--- config.mk ---
export PLATFORM = sky130hd
export DESIGN_NAME = ex_muldiv_unit
export DESIGN_NICKNAME = d
export VERILOG_FILES = /design/src/rtl/ex_muldiv_unit.sv
export SDC_FILE = /design/constraint.sdc
export NUM_CORES = 2
export LEC_CHECK = 0
export CAP_MARGIN = 10
export CORE_MARGIN = 1
export CORE_UTILIZATION = 45
export DETAILED_ROUTE_END_ITERATION = 8
export GPL_ROUTABILITY_DRIVEN = 0
export REMOVE_ABC_BUFFERS = 1
export SLEW_MARGIN = 40
export SYNTH_ARGS = -nofsm -noshare
export SYNTH_HDL_FRONTEND = slang
export SYNTH_SLANG_ARGS = --single-unit
--- constraint.sdc ---
create_clock -name CLK -period 11.4 [get_ports CLK]
set_clock_uncertainty 0.05 [all_clocks]
set_input_delay 2.28 -clock CLK [delete_from_list [all_inputs] [get_ports CLK]]
set_output_delay 2.28 -clock CLK [all_outputs]
set_load 0.02 [all_outputs]
--- src/rtl/ex_muldiv_unit.sv ---
// ex_muldiv_unit: EX-stage RV32M execution unit.
// Multiplies finish two cycles after acceptance. Divide and remainder use an
// iterative restoring divider, one quotient bit per cycle. Divide-by-zero and
// signed overflow finish one cycle after acceptance. STALL holds the upstream
// pipeline registers while an operation is in flight.
module ex_muldiv_unit #(
    parameter int XLEN = 32
) (
    input  logic            CLK,
    input  logic            RESET,
    input  logic            START,
    input  logic            FLUSH,
    input  logic [2:0]      FUNC3,
    input  logic [XLEN-1:0] DATA1,
    input  logic [XLEN-1:0] DATA2,
    output logic [XLEN-1:0] RESULT,
    output logic            DONE,
    output logic            STALL,
    output logic            BUSY
);

    localparam int              CNT_W    = $clog2(XLEN + 1);
    localparam logic [XLEN-1:0] ALL_ONES = {XLEN{1'b1}};
    localparam logic [XLEN-1:0] ZERO     = {XLEN{1'b0}};
    localparam logic [XLEN-1:0] MIN_NEG  = {1'b1, {(XLEN-1){1'b0}}};
    localparam logic [CNT_W-1:0] CNT_ONE  = CNT_W'(1);
    localparam logic [CNT_W-1:0] CNT_INIT = CNT_W'(XLEN);

    typedef enum logic [1:0] {
        S_IDLE = 2'd0,
        S_MUL  = 2'd1,
        S_DIV  = 2'd2,
        S_DONE = 2'd3
    } state_t;

    state_t state_r;
    state_t state_s;

    // Latched operation and operands
    logic [1:0]      op_sel_r;      // FUNC3[1:0] of the accepted op
    logic [XLEN-1:0] mul_a_r;
    logic [XLEN-1:0] mul_b_r;
    logic [XLEN-1:0] quo_r;         // dividend shifts out, quotient shifts in
    logic [XLEN-1:0] rem_r;         // partial remainder
    logic [XLEN-1:0] dvs_r;         // |divisor|
    logic            quo_neg_r;     // quotient must be negated
    logic            rem_neg_r;     // remainder must be negated
    logic [CNT_W-1:0] cnt_r;
    logic [XLEN-1:0] result_r;

    // Acceptance-time decode
    logic            accept_s;
    logic            div_zero_s;
    logic            div_ovf_s;
    logic            a_neg_s;
    logic            b_neg_s;
    logic [XLEN-1:0] a_abs_s;
    logic [XLEN-1:0] b_abs_s;
    logic [XLEN-1:0] early_res_s;

    // Multiplier datapath
    logic            mul_sa_s;
    logic            mul_sb_s;
    logic [2*XLEN-1:0] mul_opa_s;
    logic [2*XLEN-1:0] mul_opb_s;
    logic [2*XLEN-1:0] prod_s;
    logic [XLEN-1:0] mul_res_s;

    // Divider datapath
    logic [XLEN:0]   shifted_s;
    logic [XLEN:0]   diff_s;
    logic            ge_s;
    logic [XLEN-1:0] rem_next_s;
    logic [XLEN-1:0] quo_next_s;
    logic [XLEN-1:0] div_res_s;

    // Decode the incoming op and precompute the single-cycle special-case results
    always_comb begin
        accept_s    = (state_r == S_IDLE) & START & ~FLUSH;
        div_zero_s  = (DATA2 == ZERO);
        div_ovf_s   = ~FUNC3[0] & (DATA1 == MIN_NEG) & (DATA2 == ALL_ONES);
        a_neg_s     = ~FUNC3[0] & DATA1[XLEN-1];
        b_neg_s     = ~FUNC3[0] & DATA2[XLEN-1];
        a_abs_s     = a_neg_s ? (ZERO - DATA1) : DATA1;
        b_abs_s     = b_neg_s ? (ZERO - DATA2) : DATA2;
        if (div_zero_s) begin
            early_res_s = FUNC3[1] ? DATA1 : ALL_ONES;
        end else begin
            early_res_s = FUNC3[1] ? ZERO : MIN_NEG;
        end
    end

    // Full-width product; signedness of each operand selected by the latched op
    always_comb begin
        mul_sa_s  = (op_sel_r != 2'b11);          // MUL, MULH, MULHSU
        mul_sb_s  = (op_sel_r == 2'b01);          // MULH only
        mul_opa_s = {{XLEN{mul_sa_s & mul_a_r[XLEN-1]}}, mul_a_r};
        mul_opb_s = {{XLEN{mul_sb_s & mul_b_r[XLEN-1]}}, mul_b_r};
        prod_s    = mul_opa_s * mul_opb_s;
        if (op_sel_r == 2'b00) begin
            mul_res_s = prod_s[XLEN-1:0];
        end else begin
            mul_res_s = prod_s[2*XLEN-1:XLEN];
        end
    end

    // One restoring shift-subtract step plus the sign fix-up for the final load
    always_comb begin
        shifted_s  = {rem_r, quo_r[XLEN-1]};
        diff_s     = shifted_s - {1'b0, dvs_r};
        ge_s       = ~diff_s[XLEN];
        rem_next_s = ge_s ? diff_s[XLEN-1:0] : shifted_s[XLEN-1:0];
        quo_next_s = {quo_r[XLEN-2:0], ge_s};
        if (op_sel_r[1]) begin
            div_res_s = rem_neg_r ? (ZERO - rem_next_s) : rem_next_s;
        end else begin
            div_res_s = quo_neg_r ? (ZERO - quo_next_s) : quo_next_s;
        end
    end

    // FSM state register
    always_ff @(posedge CLK or posedge RESET) begin
        if (RESET) begin
            state_r <= S_IDLE;
        end else begin
            state_r <= state_s;
        end
    end

    // FSM next-state logic; FLUSH overrides everything and returns to IDLE
    always_comb begin
        state_s = state_r;
        if (FLUSH) begin
            state_s = S_IDLE;
        end else begin
            case (state_r)
                S_IDLE: begin
                    if (!START) begin
                        state_s = S_IDLE;
                    end else if (!FUNC3[2]) begin
                        state_s = S_MUL;
                    end else if (div_zero_s || div_ovf_s) begin
                        state_s = S_DONE;
                    end else begin
                        state_s = S_DIV;
                    end
                end
                S_MUL:  state_s = S_DONE;
                S_DIV: begin
                    if (cnt_r == CNT_ONE) begin
                        state_s = S_DONE;
                    end else begin
                        state_s = S_DIV;
                    end
                end
                S_DONE: state_s = S_IDLE;
                default: state_s = S_IDLE;
            endcase
        end
    end

    // Operand latching, divider iteration and RESULT loading
    always_ff @(posedge CLK or posedge RESET) begin
        if (RESET) begin
            op_sel_r  <= 2'b00;
            mul_a_r   <= ZERO;
            mul_b_r   <= ZERO;
            quo_r     <= ZERO;
            rem_r     <= ZERO;
            dvs_r     <= ZERO;
            quo_neg_r <= 1'b0;
            rem_neg_r <= 1'b0;
            cnt_r     <= {CNT_W{1'b0}};
            result_r  <= ZERO;
        end else if (!FLUSH) begin
            case (state_r)
                S_IDLE: begin
                    if (accept_s) begin
                        op_sel_r <= FUNC3[1:0];
                        if (!FUNC3[2]) begin
                            mul_a_r <= DATA1;
                            mul_b_r <= DATA2;
                        end else if (div_zero_s || div_ovf_s) begin
                            result_r <= early_res_s;
                        end else begin
                            quo_r     <= a_abs_s;
                            rem_r     <= ZERO;
                            dvs_r     <= b_abs_s;
                            quo_neg_r <= a_neg_s ^ b_neg_s;
                            rem_neg_r <= a_neg_s;
                            cnt_r     <= CNT_INIT;
                        end
                    end
                end
                S_MUL: begin
                    result_r <= mul_res_s;
                end
                S_DIV: begin
                    quo_r <= quo_next_s;
                    rem_r <= rem_next_s;
                    cnt_r <= cnt_r - CNT_ONE;
                    if (cnt_r == CNT_ONE) begin
                        result_r <= div_res_s;
                    end
                end
                default: begin
                    result_r <= result_r;
                end
            endcase
        end
    end

    // Output drive; STALL is combinational so it drops in the DONE cycle
    always_comb begin
        RESULT = result_r;
        DONE   = (state_r == S_DONE);
        BUSY   = (state_r != S_IDLE);
        STALL  = ~RESET & ~FLUSH &
                 (((state_r == S_IDLE) & START) | (state_r == S_MUL) | (state_r == S_DIV));
    end

endmodule

* Word-level counts from Yosys, hierarchy flattened
Cells that the tools add are included.
Operators by class: add/subtract/negate cells 6, multiply operators 1, div/mod/pow operators 0, magnitude comparators 0, eq/ne operators 13, shifts and indexed selects 0, muxes and demuxes 33, bitwise operators 19, reductions and logical operators 12
Operators with widths (count):
- 32-bit 2-to-1 mux | 20
- 32-bit case mux with 2 select lines | 2
- 1-bit by 32-bit subtractor with 32-bit output, first input constant | 4
- 32-bit case mux with 3 select lines | 1
- 32-bit equality test, second input constant | 2
- 33-bit by 33-bit multiplier with 64-bit output | 1
- 33-bit by 32-bit subtractor with 33-bit output | 1
- 32-bit logical NOT | 1
- 6-bit 2-to-1 mux | 3
- 2-bit != test, second input constant | 6
- 6-bit case mux with 2 select lines | 1
- 1-bit bitwise AND | 10
- 5-bit AND reduction | 2
- 2-bit case mux with 4 select lines | 1
- 6-bit by 1-bit equality test with 1-bit output, second input constant | 1
- 2-bit 2-to-1 mux | 3
- 1-bit inverter | 6
- 6-bit AND reduction | 1
- 6-bit by 1-bit subtractor with 6-bit output, second input constant | 1
- 2-bit by 1-bit equality test with 1-bit output, second input constant | 2
- 2-bit equality test, second input constant | 2
- 2-bit logical NOT | 2
- 4-bit AND reduction | 1
- 2-bit nonzero test | 2
- 6 further kinds | 8
Storage, ports and cells: flip-flop bits (word level) 204, bits in latches 0, RAM bits 0, ROM bits 0, input port bits 71, output and inout port bits 35, logic and storage cells 95, memories kept 0

* Logic depth before layout (Yosys ltp)
word-level depth 9, depth in mapped cells 35, mapped depth without buffers 31

* Worst setup path after synthesis
No wires, ideal clock.
kind register to register, start register op_sel_r[1], end register result_r[29], in the netlist RESULT[29], setup time 0.132 ns, data arrival time 8.307 ns, required time 11.218 ns, path slack 2.911 ns, stages on the path, launching flop included 33, cells stage by stage dfrtp_1 -> clkbuf_1 -> nand2_1 -> clkbuf_1 -> and2_1 -> clkbuf_1 -> nand2_1 -> inv_1 -> fa_1 -> inv_1 -> fa_1 -> inv_1 -> fa_1 -> inv_1 -> fa_1 -> fa_1 -> fa_1 -> fa_1 -> fa_1 -> inv_1 -> ha_1 -> clkbuf_1 -> a21o_1 -> a21o_1 -> a21o_1 -> a21oi_1 -> nor2b_1 -> o21ai_0 -> nand2b_1 -> a221oi_1 -> xnor2_1 -> a221oi_1 -> o21ai_1
On the way: longest elaborated chain between the ends 5
RTL lines:
- start, declared | RTL line 40 | logic [1:0] op_sel_r;
- start signal, assigned | RTL line 179 | op_sel_r <= FUNC3[1:0];
- 2-bit != test or 2-bit by 1-bit equality test with 1-bit output (tied branches) | RTL line 95, 96
- 1-bit bitwise AND (on tied branches) | RTL line 97, 98
- 33-bit by 33-bit multiplier with 64-bit output | RTL line 99 | prod_s = mul_opa_s * mul_opb_s;
- 32-bit 2-to-1 mux | RTL line 100 | if (op_sel_r == 2'b00) begin
- 32-bit case mux with 3 select lines (*) | RTL line 176 | case (state_r)
- end signal, assigned | RTL line 184 | result_r <= early_res_s;
- end signal, assigned | RTL line 196 | result_r <= mul_res_s;
- end signal, assigned | RTL line 203 | result_r <= div_res_s;
- end, declared | RTL line 49 | logic [XLEN-1:0] result_r;
Mark *: on every way between the ends. The rest lies on a longest branch, timed or not. The select of a mux whose other input is x is not followed. A chain may end at the register's enable or synchronous reset.

* Worst setup path after layout
start register op_sel_r[0], end register result_r[30], in the netlist RESULT[30]
On the way: longest elaborated chain between the ends 5
RTL lines (RTL line):
- 2-bit != test or 2-bit by 1-bit equality test with 1-bit output (tied branches) | 95, 96
- 1-bit bitwise AND (on tied branches) | 97, 98
- 33-bit by 33-bit multiplier with 64-bit output | 99
- 32-bit 2-to-1 mux (*) | 100
- 32-bit case mux with 3 select lines (*) | 176
Mark *: on every way between the ends. The rest lies on a longest branch, timed or not.

==> impl_results.md <==
- Status: completed
- Clock sink count: 204
- Netlist cell types: 90
- Core Box Area: 0.1150 mm^2
- Worst slew margin: 0.3683
- Clk_lat worst skew: 0.57 ns
- Post-Syn Area: 0.05251 mm^2
- Cts repair resizes: 0
- Global route hottest layer: met2
- DR vias: 41281
- DPL Wire Length: 131600 um
- Synthesis Warnings: 0
- Final setup vio count: 0
- CP endpoint kind: flop
- Tcrit/Tclk final: 0.8380
- Critical-path top delay cell: fa_1
- Area grow syn2layout: 6.824%
- Max Freq: 104.7 MHz
- Post-CTS setup repair buffer count: 0
- Most frequent cells in the layout: inv_1, fa_1, nand2_1
- Tmin final: 9.553 ns
- Root buffer cell: clkbuf_16
- Final ANT Viol Nets: 0
- Pre-antenna DRT Iters: 6
- Yosys reg bits: 204
- Post-Synthesis Cells: 5988
- Commonest non-fill, non-tap cell in the layout: inv_1
- IO Count: 106
- Synth area leaders: fa_1, dfrtp_1, inv_1
- GR Layer Usage met3: 0.04034
- Hold bufs inserted after CTS: 0
- Sequential area share after synthesis: 0.09721
- DR iter-0 viols: 3300
- Grt total ovfl: 0
- Num CTS Buffers: 26
- CP peak stage delay: 0.87 ns
- Final hold vios: 0
- WP data arrival: 9.94 ns
- Die ar.: 0.1181 mm^2
- TNS Setup: 0 ns
- Max-slew violation count: 0
- Die Ht: 343.6 um
- Met1 GRT Util: 0.4016
- CP Max Fanout: 20
- Initial antenna violation count: 11
- Vias per cell: 5.556
- RSZ-0062 raised after global routing: false
- Worst-Margin Slew: 0.9419 ns
- Largest net degree at the start of global routing: 80
- IO Port Bufs: 105
- Global Route Usage Sum: 0.2828
- Wirelength, routed: 161600 um
- Max cap viols: 0
- CTS tree: done
- Vias in the first global route: 43013
- Crit Path Class: flop to flop
- First-pass GRT wire length: 255800 um
- Post-synth EDFFs: 0
- Clock Pin Slew Worst Setup and Hold Paths: 0.06 ns
- Avg Cell Area, Syn: 8.769 um^2
- Post-synth top flop: dfrtp_1
- Most frequent CP cell: fa_1
- Worst Setup Start Kind: flop
- Floorplan row count: 124
- Cell accounting for the most synthesized area: fa_1
- Layout cells sized above 1: 0.05138
- Post-synth top area share: 0.4293
- Ys async rst share: 1.000
- Clk buf depth: 3
- WP data required: 11.79 ns
- CTS H-tree lvls: 1
- Worst min path class: flop to flop
- NumNets Final: 7349
- GR Util met2: 0.4520
- DRC: 0
- Die width: 343.6 um
- Starting Density: 0.4568
- Routed wire per std cell: 21.74 um
==> layer usage <==
layer	vias to the layer above	routed length, um
li1	18017	-
met1	21478	69310
met2	1518	74920
met3	262	12170
met4	6	5110
met5	-	50
==> path summary, 6_finish.rpt <==
check | start | end | slack (ns) | cells past startpoint
worst max-delay path | op_sel_r[0] | RESULT[30] | 1.85 | 29
worst max register to register | op_sel_r[0] | RESULT[30] | 1.85 | 29
min in group asynchronous | RESET | mul_b_r[25] | 2.18 | 2
max in group asynchronous | RESET | mul_b_r[10] | 7.94 | 3
worst min register to register | RESULT[4] | RESULT[4] | 0.44 | 2
worst min-delay path | RESULT[4] | RESULT[4] | 0.44 | 2
==> critical path: cells and delay by family (launching register included) <==
family          cells  cell delay [ns]
compound gates      4             0.88
fa+ha+maj           9             4.70
buf+inv             7             1.08
flops               1             0.46
mux                 1             0.15
simple gates        8             2.08
==> through the flow <==
| step | utilization | instances | hold WS, ns | setup slack [ns] | cell area, um^2 |
|---|---|---|---|---|---|
| floorplan | - | 5649 | 0.4144 | 2.555 | 51230 |
| global placement | 0.4792 | 7380 | 0.4207 | 2.059 | 55090 |
| detailed placement | 0.4796 | 7381 | 0.4251 | 1.757 | 55140 |
| CTS | 0.4878 | 7429 | 0.4387 | 1.722 | 56080 |
| global route | 0.4879 | 7429 | 0.4693 | 1.397 | 56090 |
| finish | 0.4879 | 7430 | 0.4381 | 1.847 | 56100 |
==> state kept, by name, summed over array words and instances (netlist names) <==
| register | count |
|---|---|
| quo_neg_r | 1 |
| rem_neg_r | 1 |
| state_r | 2 |
| dvs_r | 32 |
| quo_r | 32 |
| op_sel_r | 2 |
| rem_r | 32 |
| mul_b_r | 32 |
| cnt_r | 6 |
| mul_a_r | 32 |
| RESULT | 32 |
==> synth_stat cells, types with 30 or more instances <==
cell      instances
o31ai_1          48
and2_1          278
a21oi_1         182
xnor2_1         111
clkbuf_1        322
dfrtp_1         204
nand3_1          51
a211oi_1         30
nand2b_1         33
mux2_2           73
nor3_1           42
nand2_1        1017
xor2_1           87
mux2i_1          31
nand4_1          32
o21ai_0         200
nor2_1          170
a31oi_1          30
ha_1            255
or3_1            35
fa_1           1126
a21o_1           37
inv_1          1262
==> cell families (layout without fill, tap and decap cells) <==
kind of cell / Yosys count / count (layout) / synth area share
AOI/OAI and AO/OA: 713 / 713 / 0.08702
buffers and inverters: 1602 / 1531 / 0.1147
DFF: 204 / 204 / 0.09721
other: 0 / 1 / 0
adders and majority gates: 1381 / 1381 / 0.4900
xor gates and xnor gates: 198 / 198 / 0.03302
and+or+nand+nor: 1784 / 1784 / 0.1560
muxes: 106 / 106 / 0.02206
==> cell type report <==
class	count	area, um^2
fillers	11054	58870
multi-input cells	4182	41450
flip-flops and latches	204	5122
inverters	1263	4748
repair buffers	220	1934
well taps	1512	1892
clock buffers	35	745.7
clock inverters	13	196.4
diodes	1	2.502
Power is left out: the tool's default activity adds up to more than one toggle a clock period on the data nets, which glitch-free logic cannot reach.
